## config.mk

```make
export PLATFORM = sky130hd
export DESIGN_NAME = pose_grid_sched
export DESIGN_NICKNAME = d
export VERILOG_FILES = /design/src/rtl/pose_grid_sched.sv
export SDC_FILE = /design/constraint.sdc
export NUM_CORES = 1
export LEC_CHECK = 0
export ABC_CLOCK_PERIOD_IN_PS = 3100
export BUFFER_PORTS_ARGS = -buffer_cell sky130_fd_sc_hd__buf_2
export CORE_ASPECT_RATIO = 2
export CORE_MARGIN = 2
export CORE_UTILIZATION = 30
export DETAILED_ROUTE_END_ITERATION = 10
export PLACE_DENSITY = 0.67
export SYNTH_ARGS = -nofsm -noshare
export SYNTH_HDL_FRONTEND = slang
export SYNTH_SLANG_ARGS = --single-unit
```

## constraint.sdc

```tcl
create_clock -name CLK -period 3.1 [get_ports CLK]
set_clock_uncertainty 0.2 [all_clocks]
set_input_delay 0.62 -clock CLK [delete_from_list [all_inputs] [get_ports CLK]]
set_output_delay 0.62 -clock CLK [all_outputs]
set_load 0.01 [all_outputs]
```

## src/rtl/pose_grid_sched.sv

```systemverilog
// pose_grid_sched: walks every mass point of one arm pose through the
// pose2grid pipeline under a credit limit and reports a collide/free verdict.
module pose_grid_sched #(
    parameter int STEPPERS_NUM = 6,
    parameter int MASS_NUM     = 1250,
    parameter int MASS_AW      = 11,
    parameter int OUT_MAX      = 8
) (
    input  logic                         CLK,
    input  logic                         RST_n,
    input  logic                         poseValid,
    output logic                         poseReady,
    input  logic [32*STEPPERS_NUM-1:0]   stepperPosition,
    output logic [32*STEPPERS_NUM-1:0]   convPose,
    output logic                         convStart,
    output logic                         massValid,
    output logic [1:0]                   massPart,
    output logic [MASS_AW-1:0]           massIdx,
    input  logic                         hitValid,
    input  logic                         hit,
    output logic                         resultValid,
    output logic                         resultCollide,
    input  logic                         resultReady,
    output logic                         busy,
    output logic                         protoErr
);

    typedef enum logic [2:0] {
        S_IDLE,
        S_LOAD,
        S_ISSUE,
        S_DRAIN,
        S_REPORT
    } state_t;

    localparam logic [3:0]         CREDITS  = 4'(OUT_MAX);
    localparam logic [MASS_AW-1:0] LAST_IDX = MASS_AW'(MASS_NUM - 1);

    state_t                state_q;
    logic [3:0]            outst_q;
    logic [3:0]            outst_d;
    logic [1:0]            part_q;
    logic [MASS_AW-1:0]    idx_q;
    logic                  collide_q;
    logic                  perr_q;
    logic [32*STEPPERS_NUM-1:0] pose_q;

    logic issue;
    logic ret;
    logic spurious;

    // Everything visible outside is a decode of registered state only.
    assign issue         = (state_q == S_ISSUE) && (outst_q < CREDITS);
    assign ret           = hitValid && (outst_q != 4'd0);
    assign spurious      = hitValid && (outst_q == 4'd0);

    assign poseReady     = (state_q == S_IDLE);
    assign convStart     = (state_q == S_LOAD);
    assign massValid     = issue;
    assign massPart      = part_q;
    assign massIdx       = idx_q;
    assign resultValid   = (state_q == S_REPORT);
    assign resultCollide = (state_q == S_REPORT) && collide_q;
    assign busy          = (state_q != S_IDLE);
    assign protoErr      = perr_q;
    assign convPose      = pose_q;

    // Credit count: an issue and a return in one cycle cancel out.
    always_comb begin
        outst_d = outst_q;
        if (issue && !ret) begin
            outst_d = outst_q + 4'd1;
        end else if (!issue && ret) begin
            outst_d = outst_q - 4'd1;
        end
    end

    // Outstanding lookups and the sticky protocol error.
    always_ff @(posedge CLK or negedge RST_n) begin
        if (!RST_n) begin
            outst_q <= 4'd0;
            perr_q  <= 1'b0;
        end else begin
            outst_q <= outst_d;
            if (spurious) begin
                perr_q <= 1'b1;
            end
        end
    end

    // Pose sequencing: latch, load trig terms, issue, drain, report.
    always_ff @(posedge CLK or negedge RST_n) begin
        if (!RST_n) begin
            state_q   <= S_IDLE;
            pose_q    <= '0;
            part_q    <= 2'd0;
            idx_q     <= '0;
            collide_q <= 1'b0;
        end else begin
            unique case (state_q)
                S_IDLE: begin
                    if (poseValid) begin
                        pose_q    <= stepperPosition;
                        part_q    <= 2'd0;
                        idx_q     <= '0;
                        collide_q <= 1'b0;
                        state_q   <= S_LOAD;
                    end
                end
                S_LOAD: begin
                    state_q <= S_ISSUE;
                end
                S_ISSUE: begin
                    if (issue) begin
                        if (idx_q == LAST_IDX) begin
                            if (part_q == 2'd2) begin
                                state_q <= S_DRAIN;
                            end else begin
                                idx_q  <= '0;
                                part_q <= part_q + 2'd1;
                            end
                        end else begin
                            idx_q <= idx_q + 1'b1;
                        end
                    end
                    // First collision ends the walk; issue above still counts.
                    if (hitValid && hit) begin
                        collide_q <= 1'b1;
                        state_q   <= S_DRAIN;
                    end
                end
                S_DRAIN: begin
                    if (hitValid && hit) begin
                        collide_q <= 1'b1;
                    end
                    if (outst_q == 4'd0) begin
                        state_q <= S_REPORT;
                    end
                end
                S_REPORT: begin
                    if (resultReady) begin
                        state_q <= S_IDLE;
                    end
                end
                default: begin
                    state_q <= S_IDLE;
                end
            endcase
        end
    end

endmodule

```

==> summary.md <==
| Metric | Value |
|---|---|
| IR drop worst, VDD | 616 uV |
| Routed WL per cell | 17.7 um |
| Beginning of the critical path | state_q[0] |
| Cts bufs inserted | 21 |
| Deepest clock path buffer count | 3 |
| Flops & latches, synth | 214 |
| Pins Over Slew Limit | 0 |
| Worst setup EP type | primary output |
| Reg2Reg Setup Slack | 490 ps |
| Worst r2r dst | outst_q[3] |
| EDFF count, synth | 0 |
| H-tree levels | 1 |
| DP Cell Count | 1297 |
| Io pins | 410 |
| Mapped Cells | 544 |
| Initial Util | 30.5% |
| Sw Pwr | 3.86 mW |
| Setup crit end | massValid |
| Max FO, Critical Path | 10 |
| Register area share after synthesis | 63.5% |
| DIE AREA | 29500 um^2 |
| Storage cell area | 5360 um^2 |
| Worst Hold Class | in2reg |
| Via-per-instance ratio | 4.61 |
| Global-route wire length before repair | 35000 um |
| Critical path arrival | 1860 ps |
| Drt drc | 0 |
| Distinct cells, synth | 45 |
| Vias | 6153 |
| Clk_lat worst skew | 500 ps |
| Fill count | 2603 |
| Site row count | 86 |
| # port buffers | 409 |
| Status | finished clean |
| Synth-to-layout area growth | 38.6% |
| Synth Flop Type | dfrtp_1 |
| Critical path cell sequence | or3b_4 > nor2_4 > buf_4 > buf_2 |
| Global-route usage over all layers | 15.2% |
| Reg power frac | 42.2% |
| Multi-input logic area | 2880 um^2 |
| DRT Pass-1 Iters | 4 |
| Post-detail-place hpwl | 18400 um |
| Pwr dens | 978 nW/um^2 |
| Syn Nets | 749 |
| Hold Violations, Final | 0 |
| Synth warn | 0 |
| RSZ-0062 raised after global routing | false |
| Fin Setup TNS | 0 ps |
| Final #Nets | 1174 |
| Vias in the first global route | 6417 |
| Clock Pin Slew Worst Setup and Hold Paths | 60 ps |
| Die H | 241 um |
| Width of the die | 123 um |
| Final std cells w/o fill | 1335 |
| Initial antenna violation count | 1 |
| Lkg Pwr | 5.86 nW |
| Initial DRC count | 174 |
| Worst path max stage delay | 480 ps |
| Crit start category | flip-flop |
| Max Cap Violations | 0 |
| Path depth of the worst reg2reg path | 10 |
| F_max | 0.373 GHz |
| Fin crit period | 2680 ps |
| Largest net degree at the start of global routing | 83 |
| Tcrit/Tclk final | 86.6% |
| Max-slew headroom | 52.6% |
| FF-to-FF Start | outst_q[3] |
| Layout cells sized above 1 | 50.1% |
| Power, Total | 11.4 mW |
| Post-Route Utilization | 42.2% |
| CTS Root Cell | clkbuf_16 |
| CP Buf/Inv Count | 2 |
| Final WL | 23600 um |
| Gpl congestion | 0.860 |
| Antenna-violating nets left | 0 |
| Critical path's top delay family | simple AND/OR/NAND/NOR gates |
| TritonCTS clock tree | yes |
| Worst Path Required | 2280 ps |
| Core area | 27700 um^2 |
| Mean Syn Cell Area | 15.5 um^2 |
| Count of final setup violators | 0 |
| Clock power frac | 22.6% |
| Worst Tran Pin Value | 711 ps |
| Critical path depth | 4 |
| WS Path Type | reg2out |
| Async set-or-reset flop fraction in the synthesized netlist | 100% |
| Remaining Overflow, GRT | 0 |
| Worst path slowest cell | dfrtp_1 |
| Post-Syn Area | 8430 um^2 |
| Comb power frac | 35.2% |
| Total internal power | 7.56 mW |
| Sw Ratio | 33.8% |
| TritonCTS Sinks | 214 |
-- cells in the mapped netlist, types with 2 or more instances --
| library cell | number | area (um^2) |
|---|---|---|
| nor2_1 | 7 | 26.3 |
| nor4_1 | 2 | 12.5 |
| nand2b_1 | 4 | 25.0 |
| or4_1 | 4 | 30.0 |
| mux2_1 | 169 | 1900 |
| or3_1 | 2 | 12.5 |
| o21ai_0 | 6 | 30.0 |
| xnor2_1 | 4 | 35.0 |
| inv_1 | 9 | 33.8 |
| nor3_1 | 2 | 10.0 |
| mux2_2 | 24 | 270 |
| buf_6 | 2 | 22.5 |
| a31oi_1 | 7 | 43.8 |
| nand2_1 | 10 | 37.5 |
| ha_1 | 6 | 75.1 |
| o31ai_1 | 3 | 22.5 |
| nand3_1 | 9 | 45.0 |
| dfrtp_1 | 214 | 5360 |
| buf_4 | 8 | 60.1 |
| nor3b_1 | 4 | 30.0 |
| a21o_1 | 2 | 15.0 |
| buf_2 | 16 | 80.1 |
| a21oi_1 | 6 | 30.0 |
| o22ai_1 | 3 | 18.8 |
-- area by class of cell --
| class | count | share of cell area [%] |
|---|---|---|
| sequential | 214 | 45.8 |
| multi-input combinational | 295 | 24.6 |
| timing repair buffer | 428 | 19.5 |
| clock buffer | 27 | 5.03 |
| tap | 352 | 3.77 |
| clock inverter | 9 | 0.900 |
| inverter | 9 | 0.289 |
| antenna | 1 | 0.0214 |
-- state kept, by name, summed over array words and instances, names as in the netlist --
signal / count
protoErr: 1
state_q: 3
massPart: 2
convPose: 192
massIdx: 11
outst_q: 4
collide_q: 1
-- what timing repair did --
action,4_1_cts,5_1_grt
buffers inserted,0,0
hold buffers,1,0
gates resized for setup,0,0
endpoints found under the setup margin,0,0
hold endpoints to repair,37,0
-- per-stage QoR --
step | setup WS (ps) | hold WS (ps) | instance area [um^2]
4_1_cts | 391 | 97.1 | 11700
3_5_place_dp | 496 | 241 | 11000
3_3_place_gp | 559 | 248 | 11000
2_1_floorplan | 533 | 124 | 8430
6_report | 416 | 126 | 11700
5_1_grt | 263 | 106 | 11700
-- worst reg2reg max path, delay by kind of cell, from the launching register on --
| kind | cells | cell delay (ps) |
|---|---|---|
| flops | 1 | 460 |
| fa+ha+maj | 2 | 440 |
| simple gates | 2 | 420 |
| compound gates | 2 | 360 |
| buf+inv | 2 | 270 |
| mux | 1 | 250 |
| xor+xnor | 1 | 140 |
-- worst min path at each step --
stage / startpoint / end / slack, ps / cells after the start
after CTS: resultReady / state_q[2] / 100 / 2
after global routing: stepperPosition[32] / convPose[32] / 110 / 2
after global placement: protoErr / protoErr / 250 / 1
after floorplan: RST_n / collide_q / 120 / 0
final: resultReady / state_q[2] / 130 / 2
after detailed placement: protoErr / protoErr / 240 / 1
-- power groups by stage --
stage | Sequential [mW] | Clock (mW) | Combinational (mW)
global route | 5.00 | 2.78 | 4.37
finish | 4.81 | 2.59 | 4.02
detailed placement | 4.86 | 0 | 4.09
CTS | 4.82 | 2.68 | 4.10
global placement | 4.80 | 0 | 4.01
floorplan | 5.43 | 0 | 1.43
-- cell usage in the layout, fill, tap and decap left out, types with 7 or more instances in the layout --
| cell | n |
|---|---|
| a31oi_1 | 7 |
| buf_2 | 408 |
| buf_4 | 12 |
| clkbuf_16 | 21 |
| dfrtp_1 | 214 |
| inv_1 | 9 |
| mux2_1 | 169 |
| mux2_2 | 24 |
| nand2_1 | 10 |
| nand3_1 | 9 |
| nor2_1 | 7 |
-- metal layers --
layer	up-vias	wire length [um]	GRT usage [%]
met5	-	0	0
met2	242	13300	29.0
met4	0	812	6.93
li1	2786	-	-
met1	3077	8100	15.8
met3	48	1400	2.43
-- cells by family (layout without fill, tap and decap cells) --
group | after synthesis | after routing | synth area share (%)
other | 0 | 1 | 0
multiplexers | 194 | 194 | 25.9
AO/OA/AOI/OAI | 33 | 33 | 2.48
AND/OR/NAND/NOR | 57 | 57 | 4.20
buffers and inverters | 35 | 473 | 2.33
flip-flops | 214 | 214 | 63.5
adder cells (fa/ha/maj) | 7 | 7 | 1.13
XOR/XNOR | 4 | 4 | 0.416
Note: power is estimated with default switching activity, not from simulation.
